===== src/rtl/riscv_bus_pkg.sv =====
// riscv_bus_pkg: shared arbiter state encoding, master IDs and default bus widths.
package riscv_bus_pkg;
    typedef enum logic [1:0] {
        IDLE = 2'd0,
        ADDR = 2'd1,
        DATA = 2'd2,
        RESP = 2'd3
    } arb_state_e;
    localparam logic MST_IF     = 1'b0;
    localparam logic MST_EX     = 1'b1;
    localparam int   DEF_ADDR_W = 32;
    localparam int   DEF_DATA_W = 32;
endpackage


===== src/rtl/bus_timeout_timer.sv =====
// bus_timeout_timer: counts enabled cycles since the last load and flags the
// cycle in which TIMEOUT_CYC of them have elapsed.
module bus_timeout_timer #(
    parameter int TIMEOUT_CYC = 255
) (
    input  logic clk,
    input  logic rst,
    input  logic i_load,
    input  logic i_en,
    output logic o_expire
);
    localparam int W = ($clog2(TIMEOUT_CYC + 1) < 8) ? 8 : $clog2(TIMEOUT_CYC + 1);
    logic [W-1:0] r_cnt;
    always_ff @(posedge clk or posedge rst)
        if (rst)
            r_cnt <= '0;
        else if (i_load)
            r_cnt <= '0;
        else if (i_en)
            r_cnt <= r_cnt + 1'b1;
    assign o_expire = i_en && (r_cnt == W'(TIMEOUT_CYC - 1));
endmodule


===== src/rtl/mem_bus_arbiter.sv =====
// mem_bus_arbiter: shares one single-port slave bus between fetch (M0) and load/store (M1).
// Define ARB_TIMEOUT_EN to abort hung address/data phases with a bus_err pulse.
module mem_bus_arbiter
    import riscv_bus_pkg::*;
#(
    parameter int ADDR_W      = DEF_ADDR_W,
    parameter int DATA_W      = DEF_DATA_W,
    parameter int STARVE_MAX  = 4,
    parameter int TIMEOUT_CYC = 255
) (
    input  logic                sys_clk,
    input  logic                sys_rst,
    input  logic                m0_req,
    input  logic [ADDR_W-1:0]   m0_addr,
    output logic                m0_gnt,
    output logic                m0_rvalid,
    output logic [DATA_W-1:0]   m0_rdata,
    input  logic                m1_req,
    input  logic                m1_we,
    input  logic [ADDR_W-1:0]   m1_addr,
    input  logic [DATA_W-1:0]   m1_wdata,
    input  logic [DATA_W/8-1:0] m1_wstrb,
    output logic                m1_gnt,
    output logic                m1_rvalid,
    output logic [DATA_W-1:0]   m1_rdata,
    output logic                s_req,
    output logic                s_we,
    output logic [ADDR_W-1:0]   s_addr,
    output logic [DATA_W-1:0]   s_wdata,
    output logic [DATA_W/8-1:0] s_wstrb,
    input  logic                s_gnt,
    input  logic                s_rvalid,
    input  logic [DATA_W-1:0]   s_rdata,
    output logic                owner,
    output logic                fetch_stall,
    output logic                bus_err
);
    arb_state_e r_state, w_step, w_next;
    logic r_owner, r_we, w_win, w_timeout;
    logic [ADDR_W-1:0] r_addr;
    logic [DATA_W-1:0] r_wdata, r_m0_rdata, r_m1_rdata;
    logic [DATA_W/8-1:0] r_wstrb;
    logic [3:0] r_starve;
    // M1 has priority unless M0 has already lost STARVE_MAX arbitrations in a row.
    assign w_win = m1_req && !(m0_req && r_starve == 4'(STARVE_MAX));
    always_comb begin
        w_step = r_state;
        case (r_state)
            IDLE:    w_step = (m0_req || m1_req) ? ADDR : IDLE;
            ADDR:    w_step = s_gnt ? (s_rvalid ? RESP : DATA) : ADDR;
            DATA:    w_step = s_rvalid ? RESP : DATA;
            default: w_step = IDLE;
        endcase
    end
    assign w_next = w_timeout ? RESP : w_step;
`ifdef ARB_TIMEOUT_EN
    logic r_err;
    bus_timeout_timer #(.TIMEOUT_CYC(TIMEOUT_CYC)) u_timer (
        .clk      (sys_clk),
        .rst      (sys_rst),
        .i_load   (w_step != r_state),
        .i_en     (r_state == ADDR || r_state == DATA),
        .o_expire (w_timeout)
    );
    always_ff @(posedge sys_clk or posedge sys_rst)
        if (sys_rst)
            r_err <= 1'b0;
        else
            r_err <= w_timeout;
    assign bus_err = r_err;
`else
    logic w_unused_timeout;
    assign w_timeout        = 1'b0;
    assign bus_err          = 1'b0;
    assign w_unused_timeout = (TIMEOUT_CYC == 0);
`endif
    always_ff @(posedge sys_clk or posedge sys_rst) begin
        if (sys_rst) begin
            r_state    <= IDLE;
            r_owner    <= MST_IF;
            r_we       <= 1'b0;
            r_addr     <= '0;
            r_wdata    <= '0;
            r_wstrb    <= '0;
            r_starve   <= 4'd0;
            r_m0_rdata <= '0;
            r_m1_rdata <= '0;
        end else begin
            r_state <= w_next;
            if (r_state == IDLE) begin
                r_starve <= !(m0_req && w_win) ? 4'd0 :
                            (r_starve == 4'(STARVE_MAX)) ? r_starve : r_starve + 4'd1;
                if (m0_req || m1_req) begin
                    r_owner <= w_win;
                    r_we    <= w_win && m1_we;
                    r_addr  <= w_win ? m1_addr : m0_addr;
                    r_wdata <= w_win ? m1_wdata : '0;
                    r_wstrb <= w_win ? m1_wstrb : '0;
                end
            end
            // Response data is captured on entry to RESP; an aborted phase returns zero.
            if (w_next == RESP && r_state != RESP) begin
                if (r_owner == MST_EX)
                    r_m1_rdata <= w_timeout ? '0 : s_rdata;
                else
                    r_m0_rdata <= w_timeout ? '0 : s_rdata;
            end
        end
    end
    assign s_req       = (r_state == ADDR);
    assign s_we        = r_we;
    assign s_addr      = r_addr;
    assign s_wdata     = r_wdata;
    assign s_wstrb     = r_wstrb;
    assign m0_gnt      = s_req && s_gnt && r_owner == MST_IF;
    assign m1_gnt      = s_req && s_gnt && r_owner == MST_EX;
    assign m0_rvalid   = (r_state == RESP) && r_owner == MST_IF;
    assign m1_rvalid   = (r_state == RESP) && r_owner == MST_EX;
    assign m0_rdata    = r_m0_rdata;
    assign m1_rdata    = r_m1_rdata;
    assign owner       = r_owner;
    assign fetch_stall = m0_req && !(r_owner == MST_IF && r_state == RESP);
endmodule


===== config.mk =====
export PLATFORM = sky130hd
export DESIGN_NAME = mem_bus_arbiter
export DESIGN_NICKNAME = d
export VERILOG_FILES = /design/src/rtl/riscv_bus_pkg.sv /design/src/rtl/bus_timeout_timer.sv /design/src/rtl/mem_bus_arbiter.sv
export SDC_FILE = /design/constraint.sdc
export NUM_CORES = 1
export LEC_CHECK = 0
export CAP_MARGIN = 20
export CORE_ASPECT_RATIO = 1.5
export CORE_MARGIN = 2
export CORE_UTILIZATION = 25
export CTS_BUF_LIST = sky130_fd_sc_hd__clkbuf_8
export DETAILED_ROUTE_END_ITERATION = 12
export GPL_TIMING_DRIVEN = 0
export PLACE_DENSITY = 0.55
export SLEW_MARGIN = 20
export SYNTH_ARGS = -nofsm -noshare
export SYNTH_HDL_FRONTEND = slang
export SYNTH_SLANG_ARGS = --single-unit

===== constraint.sdc =====
create_clock -name sys_clk -period 15.3 [get_ports sys_clk]
set_clock_uncertainty 0.15 [all_clocks]
set_input_delay 3.825 -clock sys_clk [delete_from_list [all_inputs] [get_ports sys_clk]]
set_output_delay 3.825 -clock sys_clk [all_outputs]
set_load 0.05 [all_outputs]

==> out/qor.txt, run 1 <==
status -> finished clean
Main synth FF type -> dfrtp_1
Site Rows -> 68
Die Wd -> 129 um
final setup TNS -> 0 ps
Final period util -> 62.4%
peak fanout along the critical path -> 4
Cell Area, Placed -> 9090 sq um
maximum VDD drop -> 0.0977 mV
Core Area -> 23,100 sq um
Netlist cell types -> 37
Async S/R FF share, synth -> 100%
RSZ-0062 raised after global routing -> false
hold_buf cts -> 0
Tightest Pin Transition -> 560 ps
Most Frequent Cell on Critical Path -> clkdlybuf4s50_1
Worst setup EP type -> output pin
starting density of the core -> 25.5%
r2r setup slk -> 13,170 ps
worst hold margin -> 339 ps
Detailed Routing Iterations Pass 1 -> 4
Max Buffers Root-to-Sink -> 2
Post-Route Utilization -> 41.3%
min Tclk post-route -> 9550 ps
worst setup path class -> primary input to output pin
sequential share of the synthesized area -> 59.5%
PwrDens -> 261 nW/um^2
CP delay by family, top -> buffers and inverters
CP max stage cell -> clkdlybuf4s50_1
Synth Area in Compound Gates -> 14.3%
root buf cell -> clkbuf_8
CTS tree -> done
fmax -> 105 MHz
GRT Residual Overflow -> 0
clk sinks -> 140
Synth Area in Simple Gates -> 8.76%
largest family of logic cells by synthesized area -> compound AO/OA/AOI/OAI gates
Mapped Nets -> 607
synthesis-to-finish area growth -> 61.7%
Cells on Worst Hold Path -> 1
Synth Cell Area -> 5880 sq um
Final Cell Area -> 9520 sq um
Static Leak -> 3.89 nW
Nets -> 904
Vias per Instance -> 4.66
Port Buffer Count -> 277
Total GRT Usage -> 15.9%
worst path cell trace -> clkdlybuf4s50_1 > nand3b_1 > nor2_1 > clkdlybuf4s50_1
Endpoint, Worst Hold -> m0_rdata[25]
post-synthesis adder-cell area fraction -> 0.425%
max_slew headroom -> 62.6%
PostCTS Resize Cnt -> 0
Synth Area in XOR/XNOR -> 0%
Clock transition at path regs -> 80 ps
Critical Path Max Stage Delay -> 830 ps
largest net degree at the start of global routing -> 88
post-synthesis mux area share -> 12.4%
Yosys reg bits -> 140
vias in the first global route -> 5,389
Min-Delay Path Class -> flip-flop to flip-flop
top post-synthesis cells by count -> 140 x dfrtp_1, 60 x mux2_2, 37 x a22o_1
Syn Area/Cell -> 12.6 sq um
number of endpoints failing setup at the final stage -> 0
placed wire-length estimate -> 14,400 um
Hold Vio Cnt, Final -> 0
share of cells above drive strength 1 -> 14.6%
# diodes -> 0
number of nets with antenna violations after routing -> 0
Worst setup startpoint -> s_gnt
Synth area leaders -> dfrtp_1 60%, mux2_2 11%, a22o_1 5.5%
DRC Markers -> 0
wire length of the first global-routing pass -> 29,900 um
Worst Hold Launch -> m0_rdata[25]
CP Buf/Inv Count -> 2
WL final -> 19,500 um
most numerous cell in the Yosys netlist -> dfrtp_1
GP Congestion -> 0.771
worst skew pair latency -> 450 ps
Vias -> 5,087
IO Pins -> 280
die area -> 24,800 sq um
drt first-iter violations -> 195
r2r endpoint -> m0_rdata[19]
CP Launch Type -> primary input
EDFF count, synth -> 0
Ys Warns -> 0
post-synth top area share -> 59.5%
initial antenna violation count -> 0
Max Slew Vio Count -> 0
Worst R2R Start -> r_state[1]
Synth area leader -> dfrtp_1
CTS H-tree depth -> 4
WP data required -> 11,330 ps
total power -> 2.48 mW
max-cap viol count -> 0
wire length per cell -> 17.8 um
CP arrival -> 5570 ps
die height -> 192 um
postcts setup bufs -> 0
Reg2Reg Depth -> 4
Fill cells -> 2,226
CTS Buf Count -> 17
Post-Synthesis Cells -> 466
layer usage:
metal / GRT usage [%] / wire length, um
met5: 0 / 0
met4: 6.65 / 495
met3: 5.13 / 1340
met2: 27.5 / 10100
met1: 17.9 / 7520
area by class of cell:
| cell class | instances | area (sq um) | share of cell area (%) |
|---|---|---|---|
| timing repair buffer | 278 | 2800 | 29.4 |
| buffer | 48 | 240 | 2.52 |
| clock buffer | 21 | 289 | 3.04 |
| inverter | 7 | 33.8 | 0.355 |
| sequential | 140 | 3500 | 36.8 |
| tap | 315 | 394 | 4.14 |
| multi-input combinational | 271 | 2110 | 22.2 |
| clock inverter | 11 | 141 | 1.49 |
power breakdown:
group	internal, mW	switching, mW
Combinational	0.523	0.972
Sequential	0.558	0.103
Clock	0.178	0.146
logic make-up (layout without fill, tap and decap cells):
kind of cell,Yosys count,after routing
AO/OA/AOI/OAI,111,111
adder cells (fa/ha/maj),2,2
AND/OR/NAND/NOR,92,92
other,1,1
buffers and inverters,55,365
flip-flops,140,140
multiplexers,65,65
registers in the layout, indices dropped and copies added, names as in the netlist, 2 cells and up:
register and count:
r_state 2, m0_rdata 32, s_addr 32, r_starve 4
m1_rdata 32, s_wdata 32, s_wstrb 4
through the flow:
stage | worst slack, ps | cells
floorplan | 6630 | 466
detailed placement | 5760 | 1059
global route | 5690 | 1091
CTS | 5750 | 1091
finish | 5750 | 1091
global placement | 5240 | 1058
how the worst max path moves through the flow:
stage	cells past startpoint	slack [ps]	to
3_5_place_dp	4	5760	m0_gnt
4_1_cts	4	5750	m0_gnt
3_3_place_gp	2	5240	s_addr[11]
2_1_floorplan	2	6630	m0_gnt
5_1_grt	4	5690	m0_gnt
6_report	4	5750	m0_gnt
cell usage in the layout, fill, tap and decap left out, types with 3 or more instances in the layout:
master and instances:
dfrtp_1 140, buf_6 3, clkbuf_8 21, buf_1 3
buf_2 6, nand3_1 34, nand4_1 33, clkbuf_1 28
bufinv_16 3, a22o_1 37, o21ai_0 34, mux2_1 4
nor2_1 4, nand2_1 8, inv_1 8, buf_4 8
clkdlybuf4s50_1 277, mux2_2 60, o2111ai_1 32
No activity file was read; power rests on OpenSTA's default activity.
==> run 2: changes to the inputs <==
Clock period 15.3 ns to 9.85 ns, I/O delays scaled along.
==> results of run 2 <==
The final DEF is identical to that of run 1. Status: finished clean.
Among the figures that moved: setup slack after placement 5760 ps -> 3030 ps; setup slack after layout 5750 ps -> 3030 ps; register-to-register setup slack 13170 ps -> 7720 ps; total power 2.48 mW -> 3.85 mW; worst IR drop on VDD 0.0977 mV -> 0.152 mV
==> run 3: changes to the inputs <==
Settings changed: PLACE_DENSITY 0.55 to 0.56.
Clock period 9.85 ns to 6.2 ns, I/O delays scaled along.
==> run 3 against run 2 <==
Against the previous run:
- routed wire length grew 0.90%
- utilization up 0.21 points
- sequential share of layout area shrank 0.18 points
- clock power increased by 76%
- total power is 61% higher
- setup slack worse by 1800 ps
==> out/qor.txt, run 3 (same netlist as run 1, synthesis figures left out) <==
status -> finished clean
Final period util -> 80.4%
Power Internal -> 3.19 mW
sequential share of power -> 26.1%
WL final -> 19,600 um
max_slew headroom -> 58.1%
CTS Buf Count -> 17
worst setup path class -> primary input to output pin
wire length per cell -> 18.0 um
Total GRT Usage -> 15.8%
largest net degree at the start of global routing -> 88
die area -> 24,800 sq um
commonest non-fill, non-tap cell in the layout -> clkdlybuf4s50_1
total power -> 6.21 mW
peak fanout along the critical path -> 4
clk sinks -> 140
max-cap viol count -> 0
worst hold margin -> 337 ps
drt first-iter violations -> 193
number of nets with antenna violations after routing -> 0
final setup TNS -> 0 ps
Vias -> 5,079
most frequent cells in the layout -> 277 x clkdlybuf4s50_1, 140 x dfrtp_1, 60 x mux2_2
initial antenna violation count -> 0
hold_buf cts -> 0
Nets -> 904
number of endpoints failing setup at the final stage -> 0
WP data required -> 4500 ps
Worst setup EP type -> output pin
Worst R2R Start -> r_starve[0]
Vias per Instance -> 4.66
vias in the first global route -> 5,324
Tightest Pin Transition -> 629 ps
Port Buffer Count -> 277
Max Slew Vio Count -> 0
CP arrival -> 3290 ps
synthesis-to-finish area growth -> 62.5%
placed wire-length estimate -> 14,400 um
Min-Delay Path Class -> flip-flop to flip-flop
CP Launch Type -> primary input
PostCTS Resize Cnt -> 0
PwrDens -> 649 nW/um^2
# diodes -> 0
Die Wd -> 129 um
sw power -> 3.02 mW
wire length of the first global-routing pass -> 29,900 um
fmax -> 201 MHz
RSZ-0062 raised after global routing -> false
GRT Residual Overflow -> 0
Static Leak -> 3.91 nW
Site Rows -> 68
IO Pins -> 280
postcts setup bufs -> 0
share of cells above drive strength 1 -> 14.7%
gr busiest metal -> met2
Max Buffers Root-to-Sink -> 2
Comb pwr share -> 59.6%
Worst setup startpoint -> s_gnt
GP Congestion -> 0.786
Clock transition at path regs -> 80 ps
Post-Route Utilization -> 41.5%
Worst Hold Launch -> m1_rdata[6]
DP Cell Count -> 1,059
CTS H-tree depth -> 4
Fill cells -> 2,251
non-filler cells, final -> 1,091
met3 Usage GRT -> 4.40%
Detailed Routing Iterations Pass 1 -> 4
starting density of the core -> 25.5%
worst skew pair latency -> 450 ps
die height -> 192 um
Net Sw Frac -> 48.6%
min Tclk post-route -> 4990 ps
CTS tree -> done
met2 Use GR -> 27.7%
met1 usage -> 18.1%
clock share of power -> 14.3%
Core Area -> 23,100 sq um
root buf cell -> clkbuf_8
DRC Markers -> 0
Hold Vio Cnt, Final -> 0
maximum VDD drop -> 0.243 mV
==> run 3: cell type report <==
class	instances	area, sq um	share of cell area [%]
plain buffers	48	240	2.51
clock buffers	21	289	3.02
clock inverters	11	189	1.98
inverters	7	33.8	0.353
multi-input cells	271	2110	22.1
flip-flops and latches	140	3500	36.6
well taps	315	394	4.12
repair buffers	278	2800	29.3
==> run 3: layer usage <==
| layer | share of wire (%) | vias up |
|---|---|---|
| met3 | 6.2 | 27 |
| li1 | - | 2359 |
| met2 | 52 | 208 |
| met4 | 2.3 | 0 |
| met1 | 40 | 2485 |
| met5 | 0 | - |
==> run 3: critical path, stage by stage <==
cell and delay, ps:
clkdlybuf4s50_1 500, nand3b_1 210, nor2_1 180, clkdlybuf4s50_1 840
==> run 3: power by group through the flow <==
stage               Clock (mW)  Sequential [mW]  Combinational, mW
floorplan                    0             3.18              0.849
global placement             0             1.63               3.71
detailed placement           0             1.63               3.73
CTS                      0.917             1.63               3.74
global route             0.952             1.68               3.88
finish                   0.885             1.62               3.70
==> run 3: metrics by stage <==
stage,cell area [sq um],worst slack [ps]
after detailed placement,9090,1180
after CTS,9560,1180
after global placement,9050,-1610
after floorplan,5880,747
after global routing,9560,1070
final,9560,1210
==> run 3: final timing paths <==
path	cells after the start	to	slack, ps
min in group asynchronous	2	s_wdata[22]	1460
worst max register to register	8	s_wdata[9]	4080
worst min-delay path	1	m1_rdata[6]	340
max in group asynchronous	3	r_starve[0]	3730
worst min register to register	1	m1_rdata[6]	340
worst max-delay path	4	m0_gnt	1210
